<file path="src/rtl/ascon_tag_verify_if.sv">
// Tag-word stream between the tag source and ascon_tag_verify. The high tag word is sent first.
// Each word transfers on a clock edge where tag_valid and tag_ready are both high.
`timescale 1ns/1ps
interface ascon_tag_verify_if;
  logic [63:0] tag_data;
  logic        tag_valid;
  logic        tag_ready;

  modport master (output tag_data, output tag_valid, input tag_ready);
  modport slave  (input tag_data, input tag_valid, output tag_ready);
endinterface

</file>
<file path="src/rtl/ascon_tag_verify.sv">
// Forms the expected ASCON tag from the final state and the key, then compares it in constant time.
// Optional macro ASCON_TAG_ZEROIZE_EN clears the expected tag after a failed check.
`timescale 1ns/1ps
module ascon_tag_verify #(
  parameter int unsigned TIMEOUT_CYC = 255
) (
  input  logic                clock_i,
  input  logic                resetb_i,
  input  logic                start_i,
  input  logic [4:0][63:0]    state_i,
  input  logic [127:0]        key_i,
  ascon_tag_verify_if.slave   tag_if,
  output logic [127:0]        tag_o,
  output logic                done_o,
  output logic                tag_ok_o,
  output logic                error_o
);

  localparam int unsigned     CW      = (TIMEOUT_CYC > 1) ? $clog2(TIMEOUT_CYC) : 1;
  localparam bit              TMO_EN  = (TIMEOUT_CYC != 0);
  localparam logic [CW-1:0]   CNT_MAX = (TIMEOUT_CYC > 0) ? CW'(TIMEOUT_CYC - 1) : {CW{1'b0}};

  typedef enum logic [1:0] {
    IDLE    = 2'd0,
    RECV_HI = 2'd1,
    RECV_LO = 2'd2,
    DONE    = 2'd3
  } state_e;

  state_e        state_q;
  logic [127:0]  tag_q;
  logic [63:0]   acc_q;
  logic [CW-1:0] cnt_q;
  logic          done_q;
  logic          ok_q;
  logic          err_q;

  logic          recv_s;
  logic          hs_s;
  logic          expire_s;
  logic [63:0]   exp_word_s;
  logic [63:0]   acc_d;
  logic          unused_state_bits;

  assign recv_s     = (state_q == RECV_HI) || (state_q == RECV_LO);
  assign hs_s       = recv_s && tag_if.tag_valid;
  assign expire_s   = TMO_EN && (cnt_q == CNT_MAX);
  assign exp_word_s = (state_q == RECV_HI) ? tag_q[127:64] : tag_q[63:0];
  // The accumulator only ORs in differences, so one mismatching word is never "forgotten".
  assign acc_d      = acc_q | (tag_if.tag_data ^ exp_word_s);

  assign unused_state_bits = ^{state_i[2], state_i[1], state_i[0]};

  assign tag_if.tag_ready = recv_s;
  assign tag_o    = tag_q;
  assign done_o   = done_q;
  assign tag_ok_o = ok_q;
  assign error_o  = err_q;

  always_ff @(posedge clock_i) begin
    if (!resetb_i) begin
      state_q <= IDLE;
      tag_q   <= 128'd0;
      acc_q   <= 64'd0;
      cnt_q   <= {CW{1'b0}};
      done_q  <= 1'b0;
      ok_q    <= 1'b0;
      err_q   <= 1'b0;
    end else begin
      case (state_q)
        IDLE, DONE: begin
          if (start_i) begin
            tag_q   <= {state_i[3] ^ key_i[127:64], state_i[4] ^ key_i[63:0]};
            acc_q   <= 64'd0;
            cnt_q   <= {CW{1'b0}};
            done_q  <= 1'b0;
            ok_q    <= 1'b0;
            err_q   <= 1'b0;
            state_q <= RECV_HI;
          end else begin
`ifdef ASCON_TAG_ZEROIZE_EN
            if ((state_q == DONE) && !ok_q) begin
              tag_q <= 128'd0;
              acc_q <= 64'd0;
            end else begin
              tag_q <= tag_q;
            end
`else
            tag_q <= tag_q;
`endif
          end
        end
        RECV_HI, RECV_LO: begin
          // A handshake takes priority over expiry in the same cycle.
          if (hs_s) begin
            acc_q <= acc_d;
            cnt_q <= {CW{1'b0}};
            if (state_q == RECV_HI) begin
              state_q <= RECV_LO;
            end else begin
              state_q <= DONE;
              done_q  <= 1'b1;
              ok_q    <= (acc_d == 64'd0);
              err_q   <= 1'b0;
`ifdef ASCON_TAG_ZEROIZE_EN
              if (acc_d != 64'd0) begin
                tag_q <= 128'd0;
                acc_q <= 64'd0;
              end else begin
                tag_q <= tag_q;
              end
`endif
            end
          end else if (expire_s) begin
            state_q <= DONE;
            cnt_q   <= {CW{1'b0}};
            done_q  <= 1'b1;
            ok_q    <= 1'b0;
            err_q   <= 1'b1;
`ifdef ASCON_TAG_ZEROIZE_EN
            tag_q   <= 128'd0;
            acc_q   <= 64'd0;
`endif
          end else if (TMO_EN) begin
            cnt_q <= cnt_q + {{(CW-1){1'b0}}, 1'b1};
          end else begin
            cnt_q <= cnt_q;
          end
        end
        default: begin
          state_q <= IDLE;
        end
      endcase
    end
  end

endmodule

</file>
<file path="src/flat_wrapper.sv">
// flat-port wrapper written by rule: the top's interface ports become plain ports
module ascon_tag_verify_flat 
#(
  parameter int unsigned TIMEOUT_CYC = 255
)
  (clock_i, resetb_i, start_i, state_i, key_i, tag_o, done_o, tag_ok_o, error_o, tag_if_tag_data, tag_if_tag_valid, tag_if_tag_ready);
  ascon_tag_verify_if tag_if_i ();
  input  logic clock_i;
  input  logic resetb_i;
  input  logic start_i;
  input  logic [4:0][63:0] state_i;
  input  logic [127:0] key_i;
  output logic [127:0] tag_o;
  output logic done_o;
  output logic tag_ok_o;
  output logic error_o;
  input wire logic [$bits(tag_if_i.tag_data)-1:0] tag_if_tag_data;
  input wire logic [$bits(tag_if_i.tag_valid)-1:0] tag_if_tag_valid;
  output wire logic [$bits(tag_if_i.tag_ready)-1:0] tag_if_tag_ready;
  assign tag_if_i.tag_data = tag_if_tag_data;
  assign tag_if_i.tag_valid = tag_if_tag_valid;
  assign tag_if_tag_ready = tag_if_i.tag_ready;
  ascon_tag_verify #(.TIMEOUT_CYC(TIMEOUT_CYC)) u_core (.clock_i(clock_i), .resetb_i(resetb_i), .start_i(start_i), .state_i(state_i), .key_i(key_i), .tag_if(tag_if_i), .tag_o(tag_o), .done_o(done_o), .tag_ok_o(tag_ok_o), .error_o(error_o));
endmodule
</file>
<file path="config.mk">
export PLATFORM = sky130hd
export DESIGN_NAME = ascon_tag_verify_flat
export DESIGN_NICKNAME = d
export VERILOG_FILES = /design/src/rtl/ascon_tag_verify_if.sv /design/src/rtl/ascon_tag_verify.sv /design/src/flat_wrapper.sv
export SDC_FILE = /design/constraint.sdc
export NUM_CORES = 1
export LEC_CHECK = 0
export ABC_AREA = 1
export CAP_MARGIN = 20
export CORE_AREA = 4 4 251 253
export DETAILED_ROUTE_END_ITERATION = 6
export DIE_AREA = 0 0 255 257
export HOLD_SLACK_MARGIN = 0.1
export PLACE_DENSITY = 0.49
export SETUP_SLACK_MARGIN = 0.3
export SLEW_MARGIN = 5
export SYNTH_ARGS = -nofsm -noshare
export SYNTH_HDL_FRONTEND = slang
export SYNTH_SLANG_ARGS = --single-unit
</file>
<file path="constraint.sdc">
create_clock -name clock_i -period 2.2 [get_ports clock_i]
set_input_delay 0.44 -clock clock_i [delete_from_list [all_inputs] [get_ports clock_i]]
set_output_delay 0.44 -clock clock_i [all_outputs]
set_load 0.02 [all_outputs]
</file>
# Word-level counts from Yosys, hierarchy flattened
# Cells that the tools add are included.
[op_classes]
n_addsub = 1
n_mul = 0
n_div = 0
n_lt_le_gt_ge = 0
n_eq_ne = 8
shift = 0
muxes = 25
bitwise = 4
reduce_logical = 10
[op_table]
columns = ["operator", "count"]
rows = [
  ["64-bit two-way mux", 3],
  ["64-bit XOR", 3],
  ["64-bit case mux with 2 select lines", 1],
  ["64-bit logical NOT", 1],
  ["64-bit OR", 1],
  ["8-bit two-way mux", 3],
  ["8-bit case mux with 2 select lines", 1],
  ["1-bit two-way mux", 10],
  ["8-bit by 1-bit adder with 8-bit output (second input constant)", 1],
  ["8-bit == test (second input constant)", 1],
  ["2-bit two-way mux", 3],
  ["1-bit case mux with 2 select lines", 3],
  ["2-bit AND reduction", 3],
  ["2-bit == test (second input constant)", 2],
  ["2-bit case mux with 2 select lines", 1],
  ["2-bit OR reduction", 2],
  ["3-bit by 1-bit inequality test with 1-bit output (second input constant)", 1],
  ["3-bit inequality test (second input constant)", 1],
  ["3-bit AND reduction", 1],
  ["2-bit by 1-bit == test with 1-bit output (second input constant)", 1],
  ["2-bit logical NOT", 1],
  ["2-bit by 1-bit inequality test with 1-bit output (second input constant)", 1],
  ["2-bit inequality test (second input constant)", 1],
  ["1-bit logical AND", 1],
  ["1-bit logical OR", 1],
]
[totals]
regBits = 205
latch_bits = 0
ramBits = 0
rom_bits = 0
inputBits = 516
elab_cells = 55
n_memories = 0

# Longest topological paths before layout
[depth]
depth_word = 8
ltp_mapped = 16
ltp_nobuf = 14

# Worst setup path before layout
# OpenSTA, ideal clock, no wires.
[synth_path]
path_type = "reg2reg"
start = "reg u_core.state_q[0]"
end = "reg u_core.ok_q (netlist: u_core.tag_ok_o)"
setup_ps = 70
arrival_ps = 1809
slack_ps = 320
stages_incl_launch_ff = 12
path_buffers = 0
path_cell_list = "dfxtp_1 -> inv_1 -> ha_1 -> inv_1 -> nor2_1 -> inv_1 -> nand2_1 -> nor2_1 -> nand3_1 -> nor2_1 -> nand3_1 -> a21oi_1"
[synth_via]
word_cells_on_any_way = 19
cone_classes = "6 x eq/ne; 4 x mux; 2 x bitwise; 7 x reduce/logical"
[synth_rtl]
columns = ["element", "line", "text"]
rows = [
  ["start, declared", "ascon_tag_verify.sv:30", "state_e state_q;"],
  ["start signal, assigned", "ascon_tag_verify.sv:62", "state_q <= IDLE;"],
  ["start signal, assigned", "ascon_tag_verify.sv:79", "state_q <= RECV_HI;"],
  ["start signal, assigned", "ascon_tag_verify.sv:99", "state_q <= RECV_LO;"],
  ["2-bit by 1-bit == test with 1-bit output or 2-bit == test (tied branches)", "ascon_tag_verify.sv:45", "assign recv_s = (state_q == RECV_HI) || (state_q == RECV_LO);"],
  ["1-bit logical OR (*)", "ascon_tag_verify.sv:45", ""],
  ["named net tag_if_tag_ready", "flat_wrapper.sv:19", "output wire logic [$bits(tag_if_i.tag_ready)-1:0] tag_if_tag_ready;"],
  ["1-bit logical AND (*)", "ascon_tag_verify.sv:46", "assign hs_s = recv_s && tag_if.tag_valid;"],
  ["3-bit by 1-bit inequality test with 1-bit output (no source line), or another cell as far along", "--", ""],
  ["3-bit AND reduction (no source line) or 1-bit case mux with 2 select lines (tied branches)", "--", ""],
  ["end signal, assigned", "ascon_tag_verify.sv:103", "ok_q <= (acc_d == 64'd0);"],
  ["end, declared", "ascon_tag_verify.sv:35", "logic ok_q;"],
]
# Mark *: on every way through the listed nets, which the timed path passes. The rest lies on a longest branch. The select of a mux whose other input is x is not followed.
# A chain may end at the register's enable or synchronous reset.

# Worst setup path after layout
[layout_path]
start = "reg u_core.state_q[1]"
end = "reg u_core.ok_q (netlist: u_core.tag_ok_o)"
[layout_via]
elab_chain_len = 8
word_cells_on_any_way = 19
cone_classes = "6 x eq/ne; 4 x mux; 2 x bitwise; 7 x reduce/logical"
[layout_lines]
columns = ["element", "line", "text"]
rows = [
  ["2-bit by 1-bit == test with 1-bit output", "--", ""],
  ["64-bit two-way mux", "ascon_tag_verify.sv:48", "assign exp_word_s = (state_q == RECV_HI) ? tag_q[127:64] : tag_q[63:0];"],
  ["64-bit XOR", "ascon_tag_verify.sv:50", "assign acc_d = acc_q | (tag_if.tag_data ^ exp_word_s);"],
  ["64-bit OR", "ascon_tag_verify.sv:50", ""],
  ["64-bit logical NOT", "ascon_tag_verify.sv:103", ""],
  ["1-bit two-way mux", "ascon_tag_verify.sv:98", "if (state_q == RECV_HI) begin"],
  ["1-bit two-way mux", "ascon_tag_verify.sv:95", "if (hs_s) begin"],
  ["1-bit case mux with 2 select lines", "ascon_tag_verify.sv:70", "case (state_q)"],
]
# Several ways; a longest one is shown, not always the timed one. The select of a mux whose other input is x is not followed.

==> flow_metrics.py <==
metrics = {
    "setup_path": {
        "path_class": "reg2reg",
        "cp.required_ns": 2.68,
        "worstSetupStartpointType": "flop",
        "cp.arrival_ns": 2.61,
        "worstPathCellList": "inv_2 > ha_4 > buf_4 > clkbuf_16 > nand2_2 > nand2_1 > a21oi_1 > nand2_1 > nor2_1 > nand2_1 > nor2_2 > nand2_1 > nor2_4 > buf_6 > nand3_1 > a21oi_2",
        "max_stage_delay_ns": 0.33,
        "crit_path_end_kind": "flop",
        "critPathTopFamily": "simple AND/OR/NAND/NOR gates",
        "cp_num_buf_inv": 4,
        "crit_fanout": 10,
        "critical-path-slowest-cell": "dfxtp_2",
        "cpMostUsedCell": "nand2_1",
    },
    "finish": {
        "design_area_um2": 17000,
        "area_delta_synth_final_pct": 64.46,
        "stdcell_count": 2720,
        "layout-drive-gt1-share_pct": 6.584,
        "utilization_pct": 27.85,
        "final_nets": 2430,
        "fillers": 6647,
    },
    "clock_tree": {
        "cts_buffer_depth": 3,
        "clk_pin_slew_ns": 0.06,
        "root_buffer": "clkbuf_16",
        "h-tree-depth": 1,
        "cts_tree": "done",
        "hold_buffers": 0,
        "numCtsBuffers": 26,
        "clk_latency_ns": 0.55,
        "cts_sinks": 205,
    },
    "placed_design": {
        "place_inst": 2663,
        "dpl-instance-area_um2": 15910,
        "place.gp.congestion": 0.7776,
        "dp_hpwl_um": 33100,
        "io_buffers": 455,
    },
    "timing": {
        "skew_ns": 0.01070,
        "setup_viol": 0,
        "max_freq_ghz": 0.4688,
        "hold_violations": 0,
        "fin_tns_setup_ns": 0,
        "period_needed_ns": 2.133,
        "worst_pin_slew_ns": 0.5003,
        "drv_slew": 0,
        "maxSlewHeadroom_pct": 66.41,
        "finalCritPeriodShare_pct": 96.96,
        "rsz0062_at_grt": "true",
    },
    "power_and_ir_drop": {
        "p_switching_mw": 7.932,
        "combPwrFrac_pct": 46.5,
        "p_int_mw": 11.32,
        "leakagePower_nw": 7.014,
        "swShare_pct": 41.20,
        "p_clk_share_pct": 24.3,
        "power_density_nw_per_um2": 1133,
        "peakVddDrop_mv": 0.4835,
        "seqPwrFrac_pct": 29.2,
    },
    "yosys": {
        "netlist_area_um2": 10340,
        "ys.flop_type": "dfxtp_1",
        "synth_cells": 1468,
        "yosys_warnings": 0,
        "synth_cell_types": 31,
        "syn_area_per_cell_um2": 7.041,
        "ys_async_sr_fraction_pct": 0,
        "synthTopCellsByCount": "nand2_1, dfxtp_1, a21oi_1, o21ai_0, xnor2_1",
        "synth_edf_count": 0,
        "synth.most_common_cell": "nand2_1",
        "ys_seq_area_share_pct": 39.70,
        "synth_seq_cells": 205,
        "yosys.area.top_type": "dfxtp_1",
        "syn_nets": 1988,
        "synth_top_area_share_pct": 39.70,
        "synthTopCellsByArea": "dfxtp_1, nand2_1, xnor2_1",
    },
    "global_route": {
        "grt_max_degree": 86,
        "antenna_found_initial": 5,
        "grt_pass1_wl_um": 63100,
        "grt.overflow.total": 0,
        "grt_pass1_vias": 10890,
        "gr-usage-all-layers_pct": 12.26,
    },
    "run": {
        "maxCapViolCount": 0,
    },
    "floorplanning": {
        "fp.coreArea_um2": 61030,
        "die_w_um": 255,
        "die_y_um": 257,
        "start_util_pct": 16.94,
        "ioPinCount": 648,
        "die_area_um2": 65540,
        "rows": 91,
    },
    "detailed_routing": {
        "via_per_inst": 4.085,
        "ant_nets": 0,
        "dr.pass1.iters": 4,
        "drc": 0,
        "drtIter0Drc": 477,
        "finalWirelength_um": 44720,
        "vias": 11110,
        "wl_per_cell_um": 16.44,
    },
    "hold_path": {
        "min_path_type": "in2reg",
    },
    "run_status": {
        "status": "complete, no violations",
    },
}
-- logic make-up (layout without fill, tap and decap cells) --
family | after synthesis | count (layout) | share of synthesized area [%]
AND/OR/NAND/NOR | 580 | 580 | 23.52
flip-flops | 205 | 205 | 39.70
AO/OA/AOI/OAI | 361 | 361 | 17.73
buffers and inverters | 189 | 650 | 7.626
other | 0 | 1 | 0
XOR/XNOR | 129 | 129 | 10.93
adder cells (fa/ha/maj) | 4 | 4 | 0.4842
-- stage by stage --
stage          hold slack, ns  power (mW)  worst slack, ns
4_1_cts                0.3445       19.00        -0.008234
2_1_floorplan          0.4393       10.34           0.3205
5_1_grt                0.3978       20.76          -0.1420
3_3_place_gp           0.4472       14.48         0.003601
6_report               0.3916       19.26          0.06683
3_5_place_dp           0.4522       14.57         -0.05633
-- cell usage in the layout, fill, tap and decap left out, types with 33 or more instances in the layout --
cell type / n
dfxtp_1: 201
clkbuf_16: 33
nand3_1: 73
dlygate4sd2_1: 125
clkdlybuf4s50_1: 322
inv_1: 105
nand2_1: 378
nor2_1: 70
xnor2_1: 128
a21oi_1: 201
o21ai_0: 127
-- final timing paths --
check             depth (start not counted)  slack (ns)                           start                        endpoint
setup / recovery                         16        0.07  u_core.state_q[1]$_SDFFE_PN0P_    u_core.tag_ok_o$_SDFFE_PN0P_
setup reg to reg                         16        0.07  u_core.state_q[1]$_SDFFE_PN0P_    u_core.tag_ok_o$_SDFFE_PN0P_
hold / removal                            3        0.39                        resetb_i  u_core.state_q[0]$_SDFFE_PN0P_
hold reg to reg                           2        0.46   u_core.acc_q[15]$_SDFFE_PN0P_   u_core.acc_q[15]$_SDFFE_PN0P_
-- layout make-up --
type | instances | area (um2) | area share, %
Antenna cell | 1 | 2.502 | 0.01472
Clock buffer | 41 | 838.3 | 4.932
Clock inverter | 6 | 107.6 | 0.6330
Inverter | 113 | 461.7 | 2.716
Multi-Input combinational cell | 1074 | 5522 | 32.48
Sequential cell | 205 | 4109 | 24.17
Tap cell | 790 | 988.4 | 5.815
Timing Repair Buffer | 490 | 4970 | 29.24
-- power by group through the flow --
| stage | Sequential [mW] | Combinational, mW | Clock [mW] |
|---|---|---|---|
| floorplan | 6.30 | 4.04 | 0 |
| global placement | 5.70 | 8.78 | 0 |
| detailed placement | 5.73 | 8.85 | 0 |
| CTS | 5.64 | 8.49 | 4.88 |
| global route | 5.78 | 9.95 | 5.03 |
| finish | 5.62 | 8.95 | 4.69 |
-- sequential cells by signal (all words and copies together) (netlist names) --
register	count
u_core.cnt_q	8
u_core.tag_ok_o	1
u_core.acc_q	64
u_core.done_o	1
u_core.tag_o	128
u_core.error_o	1
u_core.state_q	2
-- worst register-to-register path, cell delays in order (launching register included) --
cell and delay (ns):
dfxtp_2 0.33, inv_2 0.04, ha_4 0.20, buf_4 0.17, clkbuf_16 0.18, nand2_2 0.08, nand2_1 0.05, a21oi_1 0.11
nand2_1 0.08, nor2_1 0.09, nand2_1 0.08, nor2_2 0.14, nand2_1 0.10, nor2_4 0.10, buf_6 0.12, nand3_1 0.08
a21oi_2 0.13
-- repair_timing --
item,CTS,global route
gates cloned,1,6
pin swaps,2,8
setup endpoints to repair,201,166
setup buffers,0,2
gates resized for setup,155,47
-- metal layers --
| metal | track usage (%) | wire length (um) | share of wire, % | vias up |
|---|---|---|---|---|
| li1 | - | - | - | 5652 |
| met1 | 15.06 | 19270 | 43 | 5056 |
| met2 | 20.64 | 20500 | 46 | 353 |
| met3 | 4.366 | 4226 | 9.4 | 43 |
| met4 | 2.683 | 670 | 1.5 | 6 |
| met5 | 0 | 50 | 0.11 | - |
Note: power is estimated with default switching activity, not from simulation.
